--- src/rtl/fetch_stage_if.sv ---
// Fetch-stage bus: PC/instruction path to instruction memory, hazard and
// redirect controls in, IF/ID pipeline register and halt status out.
interface fetch_stage_if;
  logic [15:0] pc;
  logic [15:0] instr_in;
  logic        stall;
  logic        redirect;
  logic [15:0] redirect_target;
  logic [15:0] if_id_instr;
  logic [15:0] if_id_pc;
  logic [15:0] if_id_pc_plus2;
  logic        if_id_valid;
  logic        halted;

  modport master (
    output pc, if_id_instr, if_id_pc, if_id_pc_plus2, if_id_valid, halted,
    input  instr_in, stall, redirect, redirect_target
  );

  modport slave (
    input  pc, if_id_instr, if_id_pc, if_id_pc_plus2, if_id_valid, halted,
    output instr_in, stall, redirect, redirect_target
  );
endinterface

--- src/rtl/fetch_stage.sv ---
// Instruction-fetch stage: owns the PC, captures the combinationally
// returned instruction into IF/ID, handles stall, redirect/flush and halt.
//
// state  | meaning
// S_RUN  | fetching; PC advances by 2 each unstalled cycle
// S_HALT | halt opcode captured; PC and IF/ID frozen until redirect or reset
module fetch_stage #(
  parameter logic [15:0] RESET_PC    = 16'h0000,
  parameter logic [3:0]  HALT_OPCODE = 4'hE,
  parameter logic [15:0] NOP_INSTR   = 16'h0000
) (
  input logic          clk,
  input logic          rst,
  fetch_stage_if.master bus
);

  typedef enum logic {S_RUN, S_HALT} state_t;

  state_t      state, state_nxt;
  logic [15:0] pc_q;
  logic [15:0] pc_plus2;
  logic [15:0] instr_q;
  logic [15:0] id_pc_q;
  logic [15:0] id_pc_plus2_q;
  logic        valid_q;
  logic        fetch_en;
  logic        is_halt;

  // Redirect has priority over everything but reset, so fetch only advances
  // when neither redirect nor stall is asserted and we are running.
  assign pc_plus2 = pc_q + 16'd2;
  assign fetch_en = !bus.redirect && !bus.stall && (state == S_RUN);
  assign is_halt  = (bus.instr_in[15:12] == HALT_OPCODE);

  // FSM state register.
  always_ff @(posedge clk) begin
    if (rst) state <= S_RUN;
    else     state <= state_nxt;
  end

  // FSM next state: a redirect always cancels halt; halt is only detected on a real fetch.
  always_comb begin
    state_nxt = state;
    if (bus.redirect)           state_nxt = S_RUN;
    else if (fetch_en && is_halt) state_nxt = S_HALT;
  end

  // FSM and datapath outputs onto the bus.
  always_comb begin
    bus.halted         = (state == S_HALT);
    bus.pc             = pc_q;
    bus.if_id_instr    = instr_q;
    bus.if_id_pc       = id_pc_q;
    bus.if_id_pc_plus2 = id_pc_plus2_q;
    bus.if_id_valid    = valid_q;
  end

  // PC and IF/ID register: flush on redirect (link/base fields kept), capture on fetch.
  always_ff @(posedge clk) begin
    if (rst) begin
      pc_q          <= {RESET_PC[15:1], 1'b0};
      instr_q       <= NOP_INSTR;
      id_pc_q       <= 16'h0000;
      id_pc_plus2_q <= 16'h0000;
      valid_q       <= 1'b0;
    end else if (bus.redirect) begin
      pc_q    <= bus.redirect_target & 16'hFFFE;
      instr_q <= NOP_INSTR;
      valid_q <= 1'b0;
    end else if (fetch_en) begin
      pc_q          <= pc_plus2;
      instr_q       <= bus.instr_in;
      id_pc_q       <= pc_q;
      id_pc_plus2_q <= pc_plus2;
      valid_q       <= 1'b1;
    end
  end

endmodule

--- src/flat_wrapper.sv ---
// flat-port wrapper written by rule: the top's interface ports become plain ports
module fetch_stage_flat 
#(
  parameter logic [15:0] RESET_PC    = 16'h0000,
  parameter logic [3:0]  HALT_OPCODE = 4'hE,
  parameter logic [15:0] NOP_INSTR   = 16'h0000
)
  (clk, rst, bus_pc, bus_if_id_instr, bus_if_id_pc, bus_if_id_pc_plus2, bus_if_id_valid, bus_halted, bus_instr_in, bus_stall, bus_redirect, bus_redirect_target);
  fetch_stage_if bus_i ();
  input logic clk;
  input logic rst;
  output wire logic [$bits(bus_i.pc)-1:0] bus_pc;
  output wire logic [$bits(bus_i.if_id_instr)-1:0] bus_if_id_instr;
  output wire logic [$bits(bus_i.if_id_pc)-1:0] bus_if_id_pc;
  output wire logic [$bits(bus_i.if_id_pc_plus2)-1:0] bus_if_id_pc_plus2;
  output wire logic [$bits(bus_i.if_id_valid)-1:0] bus_if_id_valid;
  output wire logic [$bits(bus_i.halted)-1:0] bus_halted;
  input wire logic [$bits(bus_i.instr_in)-1:0] bus_instr_in;
  input wire logic [$bits(bus_i.stall)-1:0] bus_stall;
  input wire logic [$bits(bus_i.redirect)-1:0] bus_redirect;
  input wire logic [$bits(bus_i.redirect_target)-1:0] bus_redirect_target;
  assign bus_pc = bus_i.pc;
  assign bus_if_id_instr = bus_i.if_id_instr;
  assign bus_if_id_pc = bus_i.if_id_pc;
  assign bus_if_id_pc_plus2 = bus_i.if_id_pc_plus2;
  assign bus_if_id_valid = bus_i.if_id_valid;
  assign bus_halted = bus_i.halted;
  assign bus_i.instr_in = bus_instr_in;
  assign bus_i.stall = bus_stall;
  assign bus_i.redirect = bus_redirect;
  assign bus_i.redirect_target = bus_redirect_target;
  fetch_stage #(.RESET_PC(RESET_PC), .HALT_OPCODE(HALT_OPCODE), .NOP_INSTR(NOP_INSTR)) u_core (.clk(clk), .rst(rst), .bus(bus_i));
endmodule
--- config.mk ---
export PLATFORM = sky130hd
export DESIGN_NAME = fetch_stage_flat
export DESIGN_NICKNAME = d
export VERILOG_FILES = /design/src/rtl/fetch_stage_if.sv /design/src/rtl/fetch_stage.sv /design/src/flat_wrapper.sv
export SDC_FILE = /design/constraint.sdc
export NUM_CORES = 1
export LEC_CHECK = 0
export BUFFER_PORTS_ARGS = -buffer_cell sky130_fd_sc_hd__clkbuf_2
export CORE_ASPECT_RATIO = 0.9
export CORE_UTILIZATION = 45
export DETAILED_ROUTE_END_ITERATION = 8
export GPL_ROUTABILITY_DRIVEN = 0
export HOLD_SLACK_MARGIN = 0.08
export MAX_ROUTING_LAYER = met4
export PLACE_DENSITY = 0.75
export RECOVER_POWER = 50
export SYNTH_ARGS = -nofsm -noshare
export SYNTH_HDL_FRONTEND = slang
export SYNTH_SLANG_ARGS = --single-unit
export TNS_END_PERCENT = 20
--- constraint.sdc ---
create_clock -name clk -period 2.01 [get_ports clk]
set_clock_uncertainty 0.2 [all_clocks]
set_input_delay 0.201 -clock clk [delete_from_list [all_inputs] [get_ports clk]]
set_output_delay 0.201 -clock clk [all_outputs]
set_load 0.01 [all_outputs]
Word-level counts from Yosys, hierarchy flattened

Index checks and enable logic that the tools add are counted.
Widths: inputs -> output; s select.

Register bits after elaboration: 66
Bits in latches: 0
Memory bits (writable): 0
Bits in read-only memories: 0
Input port bits: 36
Output and inout bits: 66
Logic and storage cells: 21
Memories kept: 0

$add $sub $neg: 1
Multipliers: 0
Div/mod/pow operators: 0
$lt $le $gt $ge: 0
Equality and inequality tests: 1
Shifts and indexed selects: 0
Muxes and demuxes: 2
Bitwise gates (word level): 2
Reduce and logical (&&, ||, !) cells: 8

Operators with widths:

| operator              | count |
|---|---|
| $mux 16               | 2 |
| $add 16x2->16 const B | 1 |
| $eq 4x4->1 const B    | 1 |
| $logic_and 1x1->1     | 3 |
| $logic_not 1->1       | 2 |
| $not 1->1             | 2 |
| $reduce_and 2->1      | 1 |
| $reduce_bool 2->1     | 1 |
| $reduce_or 2->1       | 1 |

Depth between registers and ports, before layout

Depth after elaboration: 5
Depth in mapped cells: 6
Gate-level depth less buffers: 5

Worst setup path after synthesis

No wires, ideal clock.

Path type: reg2reg
From: reg u_core.pc_q[1], in the netlist u_core.bus.pc[1]
To: reg u_core.pc_q[11], in the netlist u_core.bus.pc[11]
Library setup time: 0.115 ns
Arrival time: 1.567 ns
Required time: 1.695 ns
Slack: 0.129 ns
Stages on the path, launching flop included: 7
Path buffers: 1
Period minus slack after synthesis: 1.881 ns
Path through: dfxtp_1 -> ha_1 -> nand3_2 -> buf_6 -> nor4_1 -> xor2_1 -> o21a_1

Cells in the longest elaborated chain, start to end: 3

Ends and longest elaborated chain:

| item                   | line              | source |
|---|---|---|
| from (decl)            | fetch_stage.sv:20 | `logic [15:0] pc_q;` |
| from (signal assigned) | fetch_stage.sv:61 | `pc_q <= {RESET_PC[15:1], 1'b0};` |
| from (signal assigned) | fetch_stage.sv:67 | `pc_q <= bus.redirect_target & 16'hFFFE;` |
| from (signal assigned) | fetch_stage.sv:71 | `pc_q <= pc_plus2;` |
| $add 16x2->16          | fetch_stage.sv:31 | `assign pc_plus2 = pc_q + 16'd2;` |
| $mux 16                | fetch_stage.sv:70 | `end else if (fetch_en) begin` |
| $mux 16                | fetch_stage.sv:66 | `end else if (bus.redirect) begin` |

Every way passes these cells. The select of a mux whose other input is x is not followed.
A chain may end at the register's enable or synchronous reset.

Final worst setup path

From: in bus_stall
To: reg u_core.pc_q[15], in the netlist u_core.bus.pc[15]

Cells in the longest elaborated chain, start to end: 4

Ends and longest elaborated chain:

| item                           | line               | source |
|---|---|---|
| from (decl)                    | flat_wrapper.sv:19 | `input wire logic [$bits(bus_i.stall)-1:0] bus_stall;` |
| $logic_not 1->1                | fetch_stage.sv:32  | `assign fetch_en = !bus.redirect && !bus.stall && (state == S_RUN);` |
| $logic_and 1x1->1 (2 in a row) | fetch_stage.sv:32  |  |
| $reduce_bool 2->1 (no line)    | -                  |  |

Every way passes these cells.

==> results.txt <==
The H-tree level count is 3. The total power density per cell area is between 700 and 800 nW/µm². In the synthesized netlist, the cells that appear most often are nand2_1 (75), dfxtp_1 (63), a21oi_1 (44). The smallest hold slack came out at between 0.15 and 0.2 ns. Buffers placed on the I/O ports in this run total between 90 and 100.

Setup repair after global routing left no endpoint under its margin. Relative to the synthesized area, the layout overhead comes to 37.4%. The flow ran to the end, and the final reports show no timing, DRC or antenna violations. The die footprint is between 6000 and 7000 µm². For this design, the slowest cell found on the critical path is dlygate4sd3_1.

The number of enable-type register cells in the synthesized netlist came out at 0. For the worst-skew pair, the clock arrives at the later sink with an insertion delay of about 0.34 ns. In the finished design, the share of the clock period the worst path needs comes to 0.963. The highest clock frequency the design can meet is ~520 MHz.

The worst setup path is launched from an input port. The met1 wire length came out at approximately 3400 µm. The clock sink total is 63. The total standard cell area after synthesis came out at 2840 µm². The count of routing violations after the opening detailed-route iteration came out at approximately 210. The data required time of the worst path came out at between 2 and 2.5 ns. The worst setup path is captured at a flip-flop. The detailed router placed about 2800 vias in this run. The final hold violation count came to 0. For the worst setup path, the data arrival time is 1.99 ns. The wire length on met3 came out at between 400 and 500 µm. The floorplan has 27 rows. The clock-pin slew on the worst setup and hold paths is about 0.07 ns. In this run the power spent charging and discharging nets is about 770 µW.

The maximum clock insertion buffer count came out at 2. The share of final-layout standard cells stronger than drive strength 1 came out at 0.183. Entering global routing, the biggest net connects 33 pins. The floorplan step defined a core boundary enclosing roughly 6100 µm². The number of buffers inserted to repair setup after CTS came out at 0.

The number of violations of the max-capacitance limit is 0. The net switching fraction of the power is 0.259. The layout has roughly 570 filler cells. The delay of the slowest critical-path stage came out at about 0.54 ns.

The internal power of the cells totals between 2000 and 2500 µW. The via count of the first global-routing pass is ~2700. The shortest period the worst path allows is 1.94 ns. The die is 77.4 µm tall. The tightest slew margin relative to the limit is 0.575.

The DRC violation count after routing came out at 0. The library cell occupying the most area in the post-synthesis netlist is dfxtp_1. The number of detailed-routing iterations run before antenna repair is 4. The area of the multi-input gates came out at 1420 µm². The most used standard cell by instance count after synthesis is nand2_1.

The floorplan die width came out at 85.7 µm. Yosys mapped the design onto 42 distinct sky130hd cell types. The actual slew at the worst max-slew pin is approximately 0.64 ns. The kind of cell with the highest combined delay along the critical path is simple AND/OR/NAND/NOR gates. The part of the total power dissipated in combinational logic came out at 0.140. Counting every instance in the synthesized netlist gives 343.

The total leakage power is roughly 0.0015 µW. The path type of the worst min-delay path is input port to flip-flop. The maximum resistive drop on vdd is 0.562 mV.

The combined global-route utilization of all metal layers is 0.260. The initial antenna violation count came out at 0. The sum of net half-perimeters after detailed placement is approximately 5100 µm. The register share of total power came out at 0.463.

For this run, the leading register cell type out of synthesis is dfxtp_1. The number of buffers inserted during clock tree synthesis is 9. The sum of negative setup slack came out at 0 ns. Using the TritonRoute via totals, the vias-per-cell ratio works out to between 5 and 6. The async set-or-reset flop fraction in the synthesized netlist came out at 0. The share of synthesized area in the top cell type comes to 0.444. The average cell area after synthesis is 8.28 µm². The area used by sequential logic in the layout is approximately 1300 µm². For this run, the number of Yosys warnings is 0. The register bit count reported by yosys is between 60 and 70.

The number of I/O pins came out at between 100 and 150. The clock network power share came out at 0.397. The routed length per placed instance came out at 14.1 µm. The share of the Yosys chip area taken by registers is 0.444. After synthesis, the cell types taking the most area are dfxtp_1 (44%), nand2_1 (9.9%), a21oi_1 (7.8%). The critical path start-end classification is input port to flip-flop.

TritonCTS built the clock tree. The critical path buffer and inverter count came out at 2. The first global-routing pass estimated between 10000 and 15000 µm of wire.

The wire length reported by the detailed router is a little under 8000 µm. Setup violations remaining at the end of the flow were counted as 0. Global routing finished with a remaining overflow of 0. The number of antenna diodes came out at 0.

Walking the worst path, the cells encountered are dlygate4sd3_1 -> clkbuf_2 -> or2_4 -> nor4_4 -> a211oi_1 -> nor4bb_1. In this run the worst path has a maximum fanout of 32. For this run, the post-layout net count is between 500 and 600. The number of pins exceeding their max-slew limit in the final report was 0. The met2 wire length is around 4000 µm. The starting utilization of the core area came out at 0.464. The number of nets with antenna violations after routing came out at 0. The top layer reached by signal wires is met4. The library cell used as clock root buffer is clkbuf_8.
-- layout make-up --
class,count,share of cell area
Multi-Input combinational cell,241,0.364
Sequential cell,63,0.324
Timing Repair Buffer,146,0.222
Clock buffer,12,0.0346
Tap cell,87,0.0279
Clock inverter,4,0.0180
Inverter,10,0.00962
-- power groups by stage --
stage | clock (µW) | combinational [µW] | sequential, µW
floorplan | 0 | 205 | 1410
global placement | 0 | 364 | 1390
detailed placement | 0 | 371 | 1400
CTS | 1190 | 423 | 1370
global route | 1250 | 454 | 1380
finish | 1170 | 413 | 1370
-- stage by stage --
| stage | cell area, µm² | power (µW) | setup WS, ns | utilization | cells |
|---|---|---|---|---|---|
| after floorplan | 2850 | 1610 | 0.129 | - | 345 |
| after detailed placement | 3410 | 1770 | 0.124 | 0.558 | 514 |
| after global placement | 3410 | 1760 | 0.180 | 0.558 | 514 |
| after CTS | 3950 | 2980 | 0.0215 | 0.645 | 563 |
| final | 3900 | 2960 | 0.0748 | 0.638 | 563 |
| after global routing | 3900 | 3080 | 0.0121 | 0.638 | 563 |
-- timing repair --
action	4_1_cts	5_1_grt
endpoints found under the setup margin	0	11
gates resized for setup	0	10
endpoints found under the hold margin	37	0
hold buffers	33	0
-- tightest hold or removal path: stages --
cell and delay [ns]:
clkbuf_2 0.12, buf_4 0.21, a2111oi_1 0.10
-- flip-flops by register name, indices dropped and copies added (netlist names) --
signal and flops:
u_core.bus.halted 1, u_core.bus.if_id_pc_plus2 15, u_core.bus.pc 15, u_core.bus.if_id_instr 16, u_core.bus.if_id_valid 1, u_core.bus.if_id_pc 15
-- worst paths after layout --
path / startpoint / to / slack, ns / depth (start not counted)
worst min register to register: u_core.bus.if_id_pc[9] / u_core.bus.if_id_pc[9] / 0.26 / 2
worst max register to register: u_core.bus.pc[1] / u_core.bus.pc[15] / 0.13 / 6
worst max-delay path: bus_stall / u_core.bus.pc[15] / 0.07 / 6
worst min-delay path: bus_redirect / u_core.bus.pc[14] / 0.15 / 3
-- metal layers --
metal / up-vias / track usage
met1: 1305 / 0.313
met5: - / -
li1: 1406 / -
met2: 108 / 0.429
met4: 0 / 0.0850
met3: 9 / 0.0606
-- cell usage in the layout, fill, tap and decap left out, types with 2 or more instances in the layout --
cell type / instances
nor3_2: 2
conb_1: 3
dlygate4sd3_1: 33
a211oi_1: 13
o21a_1: 8
bufinv_16: 2
a21oi_1: 44
dfxtp_2: 2
nand2_1: 75
nand4_4: 2
clkinv_2: 2
or3_1: 2
a21o_1: 3
o21ai_0: 2
nand4b_1: 2
inv_1: 10
nor3_1: 7
nand3_1: 2
clkbuf_2: 45
buf_4: 8
nor4_1: 4
a211oi_2: 2
nor4_4: 2
clkbuf_1: 61
mux2i_1: 2
xnor2_1: 13
clkbuf_8: 9
nor4_2: 2
xor2_1: 10
dfxtp_1: 61
nor2_1: 27
-- logic make-up after synthesis --
| group | after synthesis | synth area share |
|---|---|---|
| AO/OA/AOI/OAI | 73 | 0.156 |
| XOR/XNOR | 23 | 0.0710 |
| adder cells (fa/ha/maj) | 1 | 0.00441 |
| buffers and inverters | 41 | 0.0705 |
| flip-flops | 63 | 0.444 |
| multiplexers | 2 | 0.00705 |
| other | 1 | 0.00132 |
| AND/OR/NAND/NOR | 139 | 0.245 |
(Power assumes the default switching activity.)
